$ cat src/rtl/packet_pkg.sv
// ---------------------------------------------------------------------------
// packet_pkg
//   Shared packet definitions for the switch_4port egress path.
//   Provides the default widths used by switch_port_rx and its FIFO, the
//   port-id and payload types, one-hot constants for the four switch ports
//   and a helper that classifies a port id as well-formed (exactly one bit).
// ---------------------------------------------------------------------------
package packet_pkg;

   // Default geometry of one egress receiver.
   localparam int DATA_W_DEF = 8;
   localparam int PORT_W_DEF = 4;
   localparam int DEPTH_DEF  = 8;
   localparam int CNT_W_DEF  = 16;

   // One bit per switch port; a legal id has exactly one bit set.
   typedef logic [PORT_W_DEF-1:0] port_id_t;

   // Packet payload.
   typedef logic [DATA_W_DEF-1:0] data_t;

   // A stored packet as it sits in the receive FIFO.
   typedef struct packed {
      port_id_t source;
      data_t    data;
   } packet_t;

   // One-hot identifiers of the four switch ports.
   localparam port_id_t PORT0 = 4'b0001;
   localparam port_id_t PORT1 = 4'b0010;
   localparam port_id_t PORT2 = 4'b0100;
   localparam port_id_t PORT3 = 4'b1000;

   // True when exactly one bit of the id is set. Clearing the lowest set
   // bit (id & (id - 1)) leaves zero only for powers of two.
   function automatic logic is_onehot(input port_id_t id);
      return (id != '0) && ((id & (id - port_id_t'(1))) == '0);
   endfunction

endpackage

$ cat src/rtl/rx_fifo.sv
// ---------------------------------------------------------------------------
// rx_fifo
//   Synchronous first-word-fall-through FIFO used to buffer egress packets.
//   The head entry is always presented on rdata while the FIFO is not
//   empty, so a consumer sees the data in the same cycle that it sees the
//   FIFO become non-empty.
//
//   Parameters
//     WIDTH   entry width in bits
//     DEPTH   number of entries, power of two, >= 2
//
//   Ports
//     clk     in   1                 clock, posedge
//     rst_n   in   1                 asynchronous active-low reset
//     push    in   1                 write wdata at the tail
//     pop     in   1                 discard the head entry
//     wdata   in   WIDTH             entry to write
//     rdata   out  WIDTH             head entry, zero while empty
//     count   out  $clog2(DEPTH)+1   entries currently stored (registered)
//     full    out  1                 count == DEPTH (registered)
//     empty   out  1                 count == 0 (registered)
// ---------------------------------------------------------------------------
module rx_fifo #(
   parameter int WIDTH = 12,
   parameter int DEPTH = 8
) (
   input  logic                     clk,
   input  logic                     rst_n,
   input  logic                     push,
   input  logic                     pop,
   input  logic [WIDTH-1:0]         wdata,
   output logic [WIDTH-1:0]         rdata,
   output logic [$clog2(DEPTH):0]   count,
   output logic                     full,
   output logic                     empty
);

   localparam int AW = $clog2(DEPTH);

   // Pointers carry one extra wrap bit above the address: equal pointers
   // mean empty, pointers differing only in the wrap bit mean full.
   localparam logic [AW:0] PTR_ONE  = {{AW{1'b0}}, 1'b1};
   localparam logic [AW:0] FULL_XOR = {1'b1, {AW{1'b0}}};

   logic [WIDTH-1:0] mem [DEPTH];
   logic [AW:0]      wr_ptr;
   logic [AW:0]      rd_ptr;
   logic [AW:0]      wr_next;
   logic [AW:0]      rd_next;
   logic             push_ok;
   logic             pop_ok;

   // Never pop an empty FIFO; a push into a full FIFO is only legal when
   // the head is leaving in the same cycle, which keeps the count constant.
   assign pop_ok  = pop && !empty;
   assign push_ok = push && (!full || pop_ok);

   // Next pointer values; they wrap naturally modulo 2*DEPTH.
   always_comb begin
      wr_next = wr_ptr;
      rd_next = rd_ptr;
      if (push_ok) begin
         wr_next = wr_ptr + PTR_ONE;
      end
      if (pop_ok) begin
         rd_next = rd_ptr + PTR_ONE;
      end
   end

   // Pointer and status registers. count/full/empty are computed from the
   // next pointers so that all three are plain flops and agree every cycle.
   always_ff @(posedge clk or negedge rst_n) begin
      if (!rst_n) begin
         wr_ptr <= '0;
         rd_ptr <= '0;
         count  <= '0;
         full   <= 1'b0;
         empty  <= 1'b1;
      end else begin
         wr_ptr <= wr_next;
         rd_ptr <= rd_next;
         count  <= wr_next - rd_next;
         full   <= ((wr_next ^ rd_next) == FULL_XOR);
         empty  <= (wr_next == rd_next);
      end
   end

   // Storage array; contents need no reset because the pointers decide
   // what is valid.
   always_ff @(posedge clk) begin
      if (push_ok) begin
         mem[wr_ptr[AW-1:0]] <= wdata;
      end
   end

   // Fall-through read of the head entry, forced to zero while empty so
   // that stale contents never appear on the outputs after reset.
   assign rdata = empty ? '0 : mem[rd_ptr[AW-1:0]];

endmodule

$ cat src/rtl/switch_port_rx.sv
// ---------------------------------------------------------------------------
// switch_port_rx
//   Egress receiver attached to one output port of switch_4port. Every
//   single-cycle packet presented by the switch is classified by its
//   source id, buffered in a small FWFT FIFO and handed to a host over a
//   valid/ready pop interface. Saturating statistics count stored,
//   overflow-dropped and malformed packets.
//
//   Parameters
//     DATA_W   packet payload width
//     PORT_W   one-hot port-id width
//     DEPTH    FIFO entries, power of two, >= 2
//     CNT_W    statistics counter width
//
//   Ports
//     clk          in   1                 clock, posedge
//     rst_n        in   1                 asynchronous active-low reset
//     sw_valid     in   1                 switch egress valid, one cycle per packet
//     sw_data      in   DATA_W            switch egress payload
//     sw_source    in   PORT_W            one-hot originating port
//     rx_valid     out  1                 head packet available to host
//     rx_ready     in   1                 host accepts head packet
//     rx_data      out  DATA_W            head packet payload
//     rx_source    out  PORT_W            head packet source
//     fill_level   out  $clog2(DEPTH)+1   entries stored
//     full         out  1                 fill_level == DEPTH
//     pkt_count    out  CNT_W             packets stored, saturating
//     drop_count   out  CNT_W             good packets lost to overflow, saturating
//     err_count    out  CNT_W             packets with a non-one-hot source, saturating
// ---------------------------------------------------------------------------
module switch_port_rx
   import packet_pkg::*;
#(
   parameter int DATA_W = DATA_W_DEF,
   parameter int PORT_W = PORT_W_DEF,
   parameter int DEPTH  = DEPTH_DEF,
   parameter int CNT_W  = CNT_W_DEF
) (
   input  logic                     clk,
   input  logic                     rst_n,
   input  logic                     sw_valid,
   input  logic [DATA_W-1:0]        sw_data,
   input  logic [PORT_W-1:0]        sw_source,
   output logic                     rx_valid,
   input  logic                     rx_ready,
   output logic [DATA_W-1:0]        rx_data,
   output logic [PORT_W-1:0]        rx_source,
   output logic [$clog2(DEPTH):0]   fill_level,
   output logic                     full,
   output logic [CNT_W-1:0]         pkt_count,
   output logic [CNT_W-1:0]         drop_count,
   output logic [CNT_W-1:0]         err_count
);

   localparam int ENTRY_W = PORT_W + DATA_W;

   logic               src_good;
   logic               good_pkt;
   logic               bad_pkt;
   logic               pop_fire;
   logic               push_en;
   logic               drop_en;
   logic               fifo_empty;
   logic [ENTRY_W-1:0] fifo_wdata;
   logic [ENTRY_W-1:0] fifo_rdata;

   // Increment that sticks at all-ones instead of wrapping.
   function automatic logic [CNT_W-1:0] sat_inc(input logic [CNT_W-1:0] value);
      return (value == '1) ? value : value + CNT_W'(1);
   endfunction

   // A source id is well-formed when exactly one bit is set; written
   // generically so it follows PORT_W.
   assign src_good = (sw_source != '0) &&
                     ((sw_source & (sw_source - PORT_W'(1))) == '0);

   assign good_pkt = sw_valid && src_good;
   assign bad_pkt  = sw_valid && !src_good;

   // The head leaves only when the host is shown a packet and accepts it.
   assign pop_fire = rx_valid && rx_ready;

   // A full FIFO still takes a good packet if a slot frees up this cycle;
   // otherwise the packet is lost and counted as a drop. Malformed packets
   // never reach the FIFO and never count as drops, even when full.
   assign push_en = good_pkt && (!full || pop_fire);
   assign drop_en = good_pkt && full && !pop_fire;

   assign fifo_wdata = {sw_source, sw_data};

   rx_fifo #(
      .WIDTH (ENTRY_W),
      .DEPTH (DEPTH)
   ) u_fifo (
      .clk   (clk),
      .rst_n (rst_n),
      .push  (push_en),
      .pop   (pop_fire),
      .wdata (fifo_wdata),
      .rdata (fifo_rdata),
      .count (fill_level),
      .full  (full),
      .empty (fifo_empty)
   );

   // The FIFO's registered empty flag is exactly fill_level == 0, so the
   // host handshake stays consistent with fill_level every cycle.
   assign rx_valid  = !fifo_empty;
   assign rx_source = fifo_rdata[ENTRY_W-1:DATA_W];
   assign rx_data   = fifo_rdata[DATA_W-1:0];

   // Statistics; only reset clears them.
   always_ff @(posedge clk or negedge rst_n) begin
      if (!rst_n) begin
         pkt_count  <= '0;
         drop_count <= '0;
         err_count  <= '0;
      end else begin
         if (push_en) begin
            pkt_count <= sat_inc(pkt_count);
         end
         if (drop_en) begin
            drop_count <= sat_inc(drop_count);
         end
         if (bad_pkt) begin
            err_count <= sat_inc(err_count);
         end
      end
   end

endmodule
$ cat config.mk
export PLATFORM = sky130hd
export DESIGN_NAME = switch_port_rx
export DESIGN_NICKNAME = d
export VERILOG_FILES = /design/src/rtl/packet_pkg.sv /design/src/rtl/rx_fifo.sv /design/src/rtl/switch_port_rx.sv
export SDC_FILE = /design/constraint.sdc
export NUM_CORES = 1
export LEC_CHECK = 0
export BUFFER_PORTS_ARGS = -buffer_cell sky130_fd_sc_hd__buf_2
export CAP_MARGIN = 20
export CORE_MARGIN = 2
export CORE_UTILIZATION = 62
export DETAILED_ROUTE_END_ITERATION = 12
export PLACE_DENSITY = 0.84
export SYNTH_ARGS = -nofsm -noshare
export SYNTH_HDL_FRONTEND = slang
export SYNTH_HIERARCHICAL = 1
export SYNTH_SLANG_ARGS = --single-unit
export TNS_END_PERCENT = 10
$ cat constraint.sdc
create_clock -name clk -period 7.9 [get_ports clk]
set_input_delay 1.185 -clock clk [delete_from_list [all_inputs] [get_ports clk]]
set_output_delay 1.185 -clock clk [all_outputs]
set_load 0.02 [all_outputs]
==> run summary, run 1 <==
Clock Sinks: 158
Vias in the first global route: 4200
Bufs on Longest Clock Path: 2
GRT met1 Usage: 0.330
CP startpoint kind: flop
Share of layout cells above drive strength 1: 0.296
Reg power frac: 0.409
Buffers on Ports: 81
Final Slew Violations: 0
Largest family of logic cells by synthesized area: simple AND/OR/NAND/NOR gates
Power Total: 2680 uW
GP Congestion: 0.842
Total Nets Final: 579
Sw frac: 0.320
Mux share of post-synthesis cell area: 0.109
Antenna cell count: 0
Overflow after GRT: 0
Synth Area in Adders: 0.0164
Ys flop type: edfxtp_1
Fmax: 248 MHz
DRC: 0
Gate power share: 0.295
Cell-internal power: 1820 uW
Largest vdd supply drop: 228 uV
GR Layer Usage met2: 0.420
Worst path required time: 6710 ps
Worst slew pin tran: 1100 ps
Io pins: 82
Crit Path Max Fanout: 15
CP Capture Type: output pin
ANT nets after route: 0
Met3 GRT Util: 0.0670
Synth Area in Compound Gates: 0.0162
Root buffer cell: clkbuf_8
Clk_lat worst skew: 520 ps
Total track usage: 0.259
Initial antenna violation count: 0
Tcrit/Tclk final: 0.510
Chip width: 109 um
TNS Setup: 0 ps
Total vias in the final route: 4211
Max-slew headroom: 0.257
CTS tree: built
RSZ-0062 raised after global routing: no
Simple-gate share of the synthesized area: 0.125
Number of flops mapped to enable cells by yosys: 96
Final WL: 14.2 mm
LEAKAGE: 0.00322 uW
Routed len/inst: 20.0 um
Worst-path clk slew: 60 ps
Unique masters post-synth: 55
Detail Placement HPWL: 9.07 mm
Status: complete, no violations
Rows: 38
Final setup vio count: 0
Final Hold Viols: 0
Clock skew: 4.58 ps
Worst EP arrival: 2850 ps
Initial Utilization: 0.635
Final min period: 4030 ps
First-pass GRT wire length: 22.3 mm
Core area: 10800 um^2
Pwr dens: 332 nW/um^2
Layout area overhead: 17.3%
Synth warnings: 6
Number of detailed-route iterations in the first pass: 5
Post-Syn Nets: 483
XOR/XNOR Fraction of Synth Area: 0.0689
Kind of critical path: flop to output pin
Busiest grt layer: met2
Mean Syn Cell Area: 15.0 um^2
Post-CTS Setup Bufs: 0
Post-Syn Instances: 458
Max Cap Viol: 0
Register area share after synthesis: 0.645
Switching pwr: 857 uW
CTS buffer count: 17
Worst Hold Class: flop to flop
Synth async-reset ratio: 0.392
Post-synthesis register bit count: 158
Die Area: 12000 um^2
Synthesized cell area: 6880 um^2
H-tree depth: 4
Initial DRC Count: 254
# hold bufs at CTS: 0
Number of gates resized after CTS: 0
Clock Power Share: 0.296
Die span in y: 109 um
DR vias/cell: 5.96
Largest net degree at the start of global routing: 63
-- kinds of logic (layout without fill, tap and decap cells) --
| family | Yosys count | after routing |
|---|---|---|
| AOI/OAI and AO/OA | 14 | 14 |
| xor gates and xnor gates | 49 | 49 |
| adders and majority gates | 9 | 9 |
| buffers and inverters | 28 | 137 |
| DFF | 158 | 158 |
| muxes | 44 | 44 |
| and+or+nand+nor | 156 | 156 |
-- stage by stage --
step	instances	utilization	cell area (um^2)	hold WS, ps	setup slack [ps]
floorplan	458	-	6880	482	3870
global placement	671	0.686	7440	469	3570
detailed placement	671	0.686	7440	479	3460
CTS	703	0.740	8020	488	3780
global route	707	0.745	8080	519	3680
finish	707	0.745	8080	481	3870
-- area by class of cell --
cell class / count / area (um^2)
well taps: 140 / 175
fillers: 679 / 2770
inverters: 14 / 52.6
flip-flops and latches: 158 / 4440
repair buffers: 91 / 505
multi-input cells: 272 / 2330
clock buffers: 21 / 439
clock inverters: 11 / 141
-- cells in the mapped netlist (3+ instances only) --
master | n | area, um^2
nor2_1 | 37 | 139
nor3_1 | 12 | 60.1
ha_1 | 9 | 113
xor2_1 | 19 | 166
nand4_1 | 22 | 138
edfxtp_1 | 96 | 2880
buf_2 | 3 | 15.0
mux2_2 | 4 | 45.0
clkbuf_1 | 4 | 15.0
xnor2_1 | 27 | 236
mux2i_1 | 13 | 130
nor4_1 | 6 | 37.5
and4_1 | 4 | 35.0
dfrtp_1 | 61 | 1530
a21oi_1 | 3 | 15.0
nand2b_1 | 4 | 25.0
mux4_2 | 24 | 541
buf_4 | 5 | 37.5
nand2_1 | 31 | 116
nand3_1 | 16 | 80.1
inv_1 | 14 | 52.6
-- worst paths after layout --
| path | end | slack (ps) | startpoint | depth (start not counted) |
|---|---|---|---|---|
| setup / recovery | rx_data[4] | 3870 | u_fifo/rd_ptr[0]$_DFF_PN0_ | 5 |
| hold / removal | err_count[11]$_DFFE_PN0P_ | 480 | err_count[11]$_DFFE_PN0P_ | 1 |
| setup reg to reg | u_fifo/mem[4][5]$_DFFE_PP_ | 4360 | u_fifo/empty$_DFF_PN1_ | 7 |
| hold reg to reg | err_count[11]$_DFFE_PN0P_ | 480 | err_count[11]$_DFFE_PN0P_ | 1 |
| max in group asynchronous | u_fifo/rd_ptr[3]$_DFF_PN0_ | 6570 | rst_n | 2 |
| min in group asynchronous | err_count[15]$_DFFE_PN0P_ | 820 | rst_n | 2 |
-- power groups by stage --
| stage | clock network [uW] | logic, uW | registers [uW] |
|---|---|---|---|
| final | 793 | 791 | 1090 |
| after global routing | 836 | 862 | 1110 |
| after CTS | 803 | 767 | 1120 |
| after detailed placement | 0 | 754 | 1130 |
| after global placement | 0 | 732 | 1120 |
| after floorplan | 0 | 585 | 1090 |
-- metal layers --
layer	wire, um	up-vias
met4	380	0
li1	-	1906
met1	5730	2115
met2	7140	161
met3	911	29
met5	0	-
-- cell usage in the layout, fill, tap and decap left out, types with 4 or more instances in the layout --
cell       count
nand2_1       31
mux2i_1       13
inv_1         14
nand2b_1       4
mux4_2        24
nor3_1        12
xor2_1        19
nor2_1        37
nand4_1       22
nor4_1         5
clkinv_2       4
nand3_1       16
dfrtp_1       61
mux2_2         4
buf_4          6
and4_1         4
buf_2         82
ha_1           9
edfxtp_1      96
xnor2_1       27
clkbuf_16     16
-- flip-flops by register name (all words and copies together) (netlist names) --
| name | flops |
|---|---|
| drop_count | 16 |
| u_fifo/mem | 96 |
| err_count | 16 |
| u_fifo/rd_ptr | 4 |
| u_fifo/wr_ptr | 4 |
| pkt_count | 16 |
| u_fifo/count | 4 |
| u_fifo/full | 1 |
| u_fifo/empty | 1 |
-- worst max-delay path, cell delays in order, from the launching register on --
cell and delay, ps:
dfrtp_1 840, buf_4 430, mux4_2 560, mux2i_1 250
nor2_1 70, buf_2 170
Power figures use the tool's default switching activity.
==> inputs of run 2 (changes only) <==
--- a/config.mk
+++ b/config.mk
@@ -8,9 +8,9 @@
 export BUFFER_PORTS_ARGS = -buffer_cell sky130_fd_sc_hd__buf_2
 export CAP_MARGIN = 20
 export CORE_MARGIN = 2
-export CORE_UTILIZATION = 62
+export CORE_UTILIZATION = 58
 export DETAILED_ROUTE_END_ITERATION = 12
-export PLACE_DENSITY = 0.84
+export PLACE_DENSITY = 0.79
 export SYNTH_ARGS = -nofsm -noshare
 export SYNTH_HDL_FRONTEND = slang
 export SYNTH_HIERARCHICAL = 1
==> constraint.sdc (replaced) <==
create_clock -name clk -period 3.99 [get_ports clk]
set_input_delay 0.5985 -clock clk [delete_from_list [all_inputs] [get_ports clk]]
set_output_delay 0.5985 -clock clk [all_outputs]
set_load 0.02 [all_outputs]
==> run 2 against run 1 <==
Sequential cell count unchanged. Total power increased by 100%. Clock skew increased by 0.79 ps. Cell area increased by 0.96%. The run now ends with DRC left. Global-route usage decreased by 1.8 points. Via count decreased by 1.3%. Wire length decreased by 1.5%. Die area increased by 6.6%. Critical path depth increased by 7. Worst setup slack got worse by 3000 ps. Core utilization decreased by 3.7 points.
==> run summary, run 2 (same netlist as run 1, synthesis figures left out) <==
TNS Setup: 0 ps (unchanged)
Core area: 11500 um^2 (+6.2%)
CP startpoint kind: flop
Root buffer cell: clkbuf_16
Number of detailed-route iterations in the first pass: 8 (+3)
Reg power frac: 0.402 (-0.007)
Switching pwr: 1700 uW (+99%)
First-pass GRT wire length: 22.8 mm (+2.3%)
Clock Sinks: 158 (unchanged)
Die span in y: 113 um (+3.3%)
Gate power share: 0.291 (-0.004)
Total Nets Final: 589 (+1.7%)
Chip width: 113 um (+3.3%)
Fmax: 321 MHz
DR vias/cell: 5.79 (-2.8%)
Vias in the first global route: 4399 (+4.7%)
Clk_lat worst skew: 430 ps (-90 ps)
Pwr dens: 660 nW/um^2 (+99%)
Routed len/inst: 19.4 um (-3.0%)
H-tree depth: 4 (unchanged)
Final Slew Violations: 0 (unchanged)
Largest delay share family, worst path: simple AND/OR/NAND/NOR gates
DRC: 4 (+4)
Largest net degree at the start of global routing: 38 (-40%)
Bufs on Longest Clock Path: 2 (unchanged)
Io pins: 82 (unchanged)
Kind of critical path: flop to flop
Total track usage: 0.240 (-0.0183)
Final Hold Viols: 0 (unchanged)
Initial Utilization: 0.598 (-0.0372)
Hold slack: 162 ps (-319 ps)
Initial DRC Count: 274 (+7.9%)
Worst-path clk slew: 60 ps (about the same)
Crit-path cells: nor2b_1 -> buf_4 -> o21ai_0 -> nor2_2 -> and2_1 -> nand2_1 -> xnor2_1 -> ha_1 -> nor2b_1 -> nand2_1 -> o211ai_2 -> xor2_1
Largest register FFs: 96 (unchanged)
Total vias in the final route: 4155 (-1.3%)
Final WL: 13.9 mm (-1.5%)
Largest stage delay, worst path: 670 ps (-170 ps)
Post-CTS Setup Bufs: 0 (unchanged)
Max-slew headroom: 0.407 (+0.150)
Sw frac: 0.316 (-0.00355)
Buffers on Ports: 81 (unchanged)
CTS buffer count: 17 (unchanged)
Most common cell after layout, fill and taps aside: edfxtp_1
Max Cap Viol: 0 (unchanged)
Status: complete, but fails checks
Failing checks: DRC
CP Capture Type: flop
GP Congestion: 0.905 (+7.4%)
RSZ-0062 raised after global routing: no
Number of gates resized after CTS: 0 (unchanged)
Commonest non-fill, non-tap cells in the layout: 96 x edfxtp_1, 81 x buf_2, 61 x dfrtp_1, 37 x nor2_1, 31 x nand2_1
Layout area overhead: 18.5%
Reg2Reg Setup Slack: 880 ps (-3480 ps)
Slowest stage cell, crit path: o21ai_0
Clock skew: 5.37 ps (+0.791 ps)
Largest vdd supply drop: 380 uV (+67%)
Worst path required time: 4340 ps (-2370 ps)
Antenna cell count: 0 (unchanged)
Cell-internal power: 3680 uW (+100%)
Die Area: 12800 um^2 (+6.6%)
Rows: 39 (+2.6%)
# hold bufs at CTS: 0 (unchanged)
CTS tree: built
Clock Power Share: 0.306 (+0.010)
CP bufs+invs: 1 (-1)
Share of layout cells above drive strength 1: 0.304 (+0.00805)
Detail Placement HPWL: 9.38 mm (+3.4%)
Worst EP arrival: 3470 ps (+620 ps)
Worst slew pin tran: 889 ps (-211 ps)
Final min period: 3110 ps
Final setup vio count: 0 (unchanged)
Tcrit/Tclk final: 0.780
LEAKAGE: 0.00327 uW (+1.5%)
Initial antenna violation count: 0 (unchanged)
Overflow after GRT: 0 (unchanged)
Worst Hold Class: input port to asynchronous set/reset pin
Crit Path Max Fanout: 9 (-6)
ANT nets after route: 0 (unchanged)
-- run 2: cell types whose count changed in the layout (fill, tap and decap cells not counted), sizes merged --
cell	change
buf	+10
bufinv	+1
clkbuf	-3
-- run 2: final cells by class --
cell class                      count  area, um^2
Inverter                           14        52.6
Timing Repair Buffer              101         568
Fill cell                         774        3360
Tap cell                          143         179
Multi-Input combinational cell    272        2320
Clock buffer                       18         429
Clock inverter                     12         171
Sequential cell                   158        4440
-- run 2: per-layer routing --
| metal | global-route usage | wire [um] |
|---|---|---|
| met1 | 0.280 | 5550 |
| met2 | 0.404 | 7110 |
| met5 | 0 | 0 |
| met4 | 0.134 | 455 |
| met3 | 0.0691 | 827 |
-- run 2: power by group through the flow --
stage | Combinational (uW) | Clock [uW] | Sequential, uW
after floorplan | 1160 | 0 | 2160
after global placement | 1530 | 0 | 2180
after detailed placement | 1570 | 0 | 2200
after CTS | 1580 | 1680 | 2170
after global routing | 1710 | 1740 | 2190
final | 1570 | 1650 | 2160
-- run 2: path summary, 6_finish.rpt --
kind,cells past startpoint,startpoint,endpoint
worst max-delay path,12,u_fifo/empty$_DFF_PN1_,u_fifo/count[3]$_DFF_PN0_
worst min-delay path,1,rst_n,drop_count[3]$_DFFE_PN0P_
worst max register to register,12,u_fifo/empty$_DFF_PN1_,u_fifo/count[3]$_DFF_PN0_
worst min register to register,1,drop_count[15]$_DFFE_PN0P_,drop_count[15]$_DFFE_PN0P_
max in group asynchronous,2,rst_n,drop_count[2]$_DFFE_PN0P_
min in group clk,1,sw_data[6],u_fifo/mem[3][6]$_DFFE_PP_
-- run 2: per-stage QoR --
step | setup WS, ps | cell area (um^2) | instances | total power [uW] | util
2_1_floorplan | 550 | 6880 | 458 | 3310 | -
3_3_place_gp | 747 | 7550 | 688 | 3720 | 0.656
3_5_place_dp | 637 | 7550 | 688 | 3770 | 0.656
4_1_cts | 855 | 8150 | 718 | 5430 | 0.708
5_1_grt | 741 | 8150 | 718 | 5640 | 0.708
6_report | 878 | 8150 | 718 | 5380 | 0.708
-- run 2: worst register-to-register path, stage by stage (launching register included) --
cell and delay (ps):
dfstp_2 520, nor2b_1 40, buf_4 150, o21ai_0 680, nor2_2 220, and2_1 240
nand2_1 80, xnor2_1 80, ha_1 390, nor2b_1 210, nand2_1 100, o211ai_2 160
xor2_1 150
==> inputs of run 3 (changes only) <==
--- a/config.mk
+++ b/config.mk
@@ -5,12 +5,13 @@
 export SDC_FILE = /design/constraint.sdc
 export NUM_CORES = 1
 export LEC_CHECK = 0
+export ABC_AREA = 1
 export BUFFER_PORTS_ARGS = -buffer_cell sky130_fd_sc_hd__buf_2
 export CAP_MARGIN = 20
 export CORE_MARGIN = 2
-export CORE_UTILIZATION = 58
+export CORE_UTILIZATION = 59
 export DETAILED_ROUTE_END_ITERATION = 12
-export PLACE_DENSITY = 0.79
+export PLACE_DENSITY = 0.8
 export SYNTH_ARGS = -nofsm -noshare
 export SYNTH_HDL_FRONTEND = slang
 export SYNTH_HIERARCHICAL = 1
==> constraint.sdc (replaced) <==
create_clock -name clk -period 3.2 [get_ports clk]
set_input_delay 0.48 -clock clk [delete_from_list [all_inputs] [get_ports clk]]
set_output_delay 0.48 -clock clk [all_outputs]
set_load 0.02 [all_outputs]
==> run 3 against run 2 <==
The run now ends clean. Clock skew rose by 2.2 ps. Worst setup slack got worse by 520 ps. Global-route usage rose by 1.1 points. Register-to-register slack got worse by 20 ps. First-iteration DRC count rose by 130%. Core utilization fell by 2.3 points. Critical path depth fell by 6. Highest routed layer unchanged.
==> run summary, run 3 <==
Status: complete, no violations
Buffers on Ports: 81 (unchanged)
Commonest non-fill, non-tap cells in the layout: 225 x nand2_1, 123 x nor2_1, 96 x edfxtp_1, 81 x buf_2, 66 x inv_1
Fill cell count: 1070 (+38%)
ANT nets after route: 0 (unchanged)
CP Capture Type: output pin
Synthesized cell area: 7860 um^2 (+14%)
Worst EP arrival: 2360 ps (-1110 ps)
Design Area, Final: 9000 um^2 (+10%)
Worst slew pin tran: 757 ps (-133 ps)
Worst Hold Class: input port to asynchronous set/reset pin
Reg power frac: 0.356 (-0.046)
Initial Utilization: 0.598 (+0.000910)
Chip width: 119 um (+5.8%)
Largest stage delay, worst path: 690 ps (+20 ps)
R2r worst-path depth: 9 (-3)
Crit path depth: 6 (-6)
Detail Placement HPWL: 11.1 mm (+18%)
Share of layout cells above drive strength 1: 0.171 (-0.134)
CP startpoint kind: flop
Post-Syn Instances: 847 (+85%)
Root buffer cell: clkbuf_16
Max Cap Viol: 0 (unchanged)
Most frequent cell after synthesis: nand2_1
DR vias/cell: 5.38 (-7.0%)
CTS buffer count: 17 (unchanged)
Final setup vio count: 0 (unchanged)
Post-synth top area cell: edfxtp_1
CP bufs+invs: 2 (+1)
Routed len/inst: 15.0 um (-23%)
Clock Power Share: 0.243 (-0.063)
Power Total: 8090 uW (+50%)
TNS Setup: 0 ps (unchanged)
Bufs on Longest Clock Path: 2 (unchanged)
Post-CTS Setup Bufs: 0 (unchanged)
Reg2Reg Setup Slack: 860 ps (-20 ps)
Pwr dens: 898 nW/um^2 (+36%)
Die Area: 14300 um^2 (+12%)
Final Slew Violations: 0 (unchanged)
Number of detailed-route iterations in the first pass: 5 (-3)
Cell-internal power: 4810 uW (+31%)
GP Congestion: 0.818 (-9.6%)
Area contributors post-synth: edfxtp_1 37%, dfrtp_1 19%, nand2_1 11%
Core area: 13100 um^2 (+14%)
Total track usage: 0.252 (+0.0111)
Largest register FFs: 96 (unchanged)
LEAKAGE: 0.00396 uW (+21%)
Synth top area share: 0.367 (-0.0523)
Die span in y: 119 um (+5.8%)
Final worst slack: 362 ps (-516 ps)
Crit-path cells: buf_4 -> o21ai_0 -> o22ai_1 -> o21ai_1 -> a31oi_1 -> buf_2
Clock skew: 7.59 ps (+2.22 ps)
Crit Path Max Fanout: 19 (+10)
Final min period: 2840 ps
Initial DRC Count: 619 (+130%)
Layout area overhead: 14.5%
Antenna cell count: 0 (unchanged)
Worst-path clk slew: 60 ps (about the same)
Number of flops mapped to enable cells by yosys: 96 (unchanged)
Total Nets Final: 963 (+63%)
Initial antenna violation count: 0 (unchanged)
Gate power share: 0.400 (+0.109)
DRC: 0 (-4)
Tcrit/Tclk final: 0.887
Io pins: 82 (unchanged)
Synth async-reset ratio: 0.392 (unchanged)
Start of the worst register-to-register path: u_fifo/rd_ptr[0]$_DFF_PN0_
Hold slack: 24.8 ps (-137 ps)
Overflow after GRT: 0 (unchanged)
CTS tree: built
Rows: 42 (+7.7%)
Post-synth top cells: 225 x nand2_1, 123 x nor2_1, 96 x edfxtp_1
Kind of critical path: flop to output pin
# hold bufs at CTS: 0 (unchanged)
H-tree depth: 4 (unchanged)
Most common cell after layout, fill and taps aside: nand2_1
RSZ-0062 raised after global routing: no
First-pass GRT wire length: 28.1 mm (+23%)
Worst path required time: 2720 ps (-1620 ps)
Ys flop type: edfxtp_1
Reg-to-reg critical path endpoint: u_fifo/count[3]$_DFF_PN0_
Clock Sinks: 158 (unchanged)
Largest delay share family, worst path: flip-flops
Register area share after synthesis: 0.564 (-0.0804)
Total vias in the final route: 6062 (+46%)
Largest vdd supply drop: 440 uV (+16%)
Final WL: 16.9 mm (+21%)
Unique masters post-synth: 35 (-36%)
Fmax: 352 MHz
Pre-CTS WS: 619 ps (-18.7 ps)
Slowest stage cell, crit path: dfrtp_1
Vias in the first global route: 5763 (+31%)
Post-synthesis register bit count: 158 (unchanged)
Largest net degree at the start of global routing: 50 (+32%)
Number of gates resized after CTS: 0 (unchanged)
Switching pwr: 3280 uW (+93%)
Post-Syn Nets: 872 (+81%)
Mean Syn Cell Area: 9.28 um^2 (-38%)
Sw frac: 0.406 (+0.0893)
Synth warnings: 6 (unchanged)
DP Area: 8420 um^2 (+12%)
Clk_lat worst skew: 420 ps (about the same)
Final Hold Viols: 0 (unchanged)
Max-slew headroom: 0.495 (+0.0879)
-- run 3: cell types whose count changed after synthesis, sizes merged, moves of 12 or more --
cell    previous run  this run
nand3             16        31
xnor2             29         8
mux2i             13         0
nor2              38       133
a31oi              0        12
mux4              24         0
o21bai             0        32
inv               14        71
nand2             31       240
o21ai              2        68
-- run 3: logic make-up (layout without fill, tap and decap cells) --
group	count (synthesis)	count (layout)	synth area share
compound gates	125	125	0.0936
buf+inv	98	201	0.0605
simple gates	429	429	0.236
fa+ha+maj	9	9	0.0143
flops	158	158	0.564
xor+xnor	28	28	0.0312
-- run 3: area by class of cell --
class	count	area, um^2	share of cell area
Clock inverter	13	149	0.0165
Timing Repair Buffer	99	541	0.0600
Tap cell	176	220	0.0245
Clock buffer	18	429	0.0477
Sequential cell	158	4440	0.493
Inverter	71	272	0.0302
Multi-Input combinational cell	591	2960	0.328
-- run 3: worst reg2reg max path: stages, from the launching register on --
cell and delay [ps]:
dfrtp_1 690, buf_4 360, ha_1 180, nand2_1 60
xor2_1 200, ha_1 330, a21oi_1 240, nand2_1 80
nand2_1 60, nand2_1 40
-- run 3: metal layers --
layer,vias up,GRT usage,part of all wire
met5,-,0,0
met4,0,0.110,0.021
met3,30,0.0465,0.058
met2,204,0.399,0.49
met1,2836,0.341,0.43
li1,2992,-,-
-- run 3: through the flow --
step	util	std cells
3_3_place_gp	0.641	1095
3_5_place_dp	0.641	1095
2_1_floorplan	-	847
6_report	0.685	1126
5_1_grt	0.685	1126
4_1_cts	0.685	1126
-- run 3: worst max-delay path by stage --
stage / from / end / slack (ps)
floorplan: rx_ready / u_fifo/mem[6][0]$_DFFE_PP_ / 420
global placement: sw_source[2] / u_fifo/count[3]$_DFF_PN0_ / 790
detailed placement: sw_source[2] / u_fifo/count[3]$_DFF_PN0_ / 620
CTS: u_fifo/rd_ptr[0]$_DFF_PN0_ / rx_source[3] / 390
global route: u_fifo/rd_ptr[0]$_DFF_PN0_ / rx_source[3] / 250
finish: u_fifo/rd_ptr[0]$_DFF_PN0_ / rx_source[3] / 360
-- run 3: power by group through the flow --
stage	Sequential (uW)	Combinational [uW]	Clock [uW]
finish	2880	3240	1970
global route	2930	3610	2090
CTS	2880	3250	2000
detailed placement	2910	3220	0
global placement	2900	3130	0
floorplan	3050	2230	0
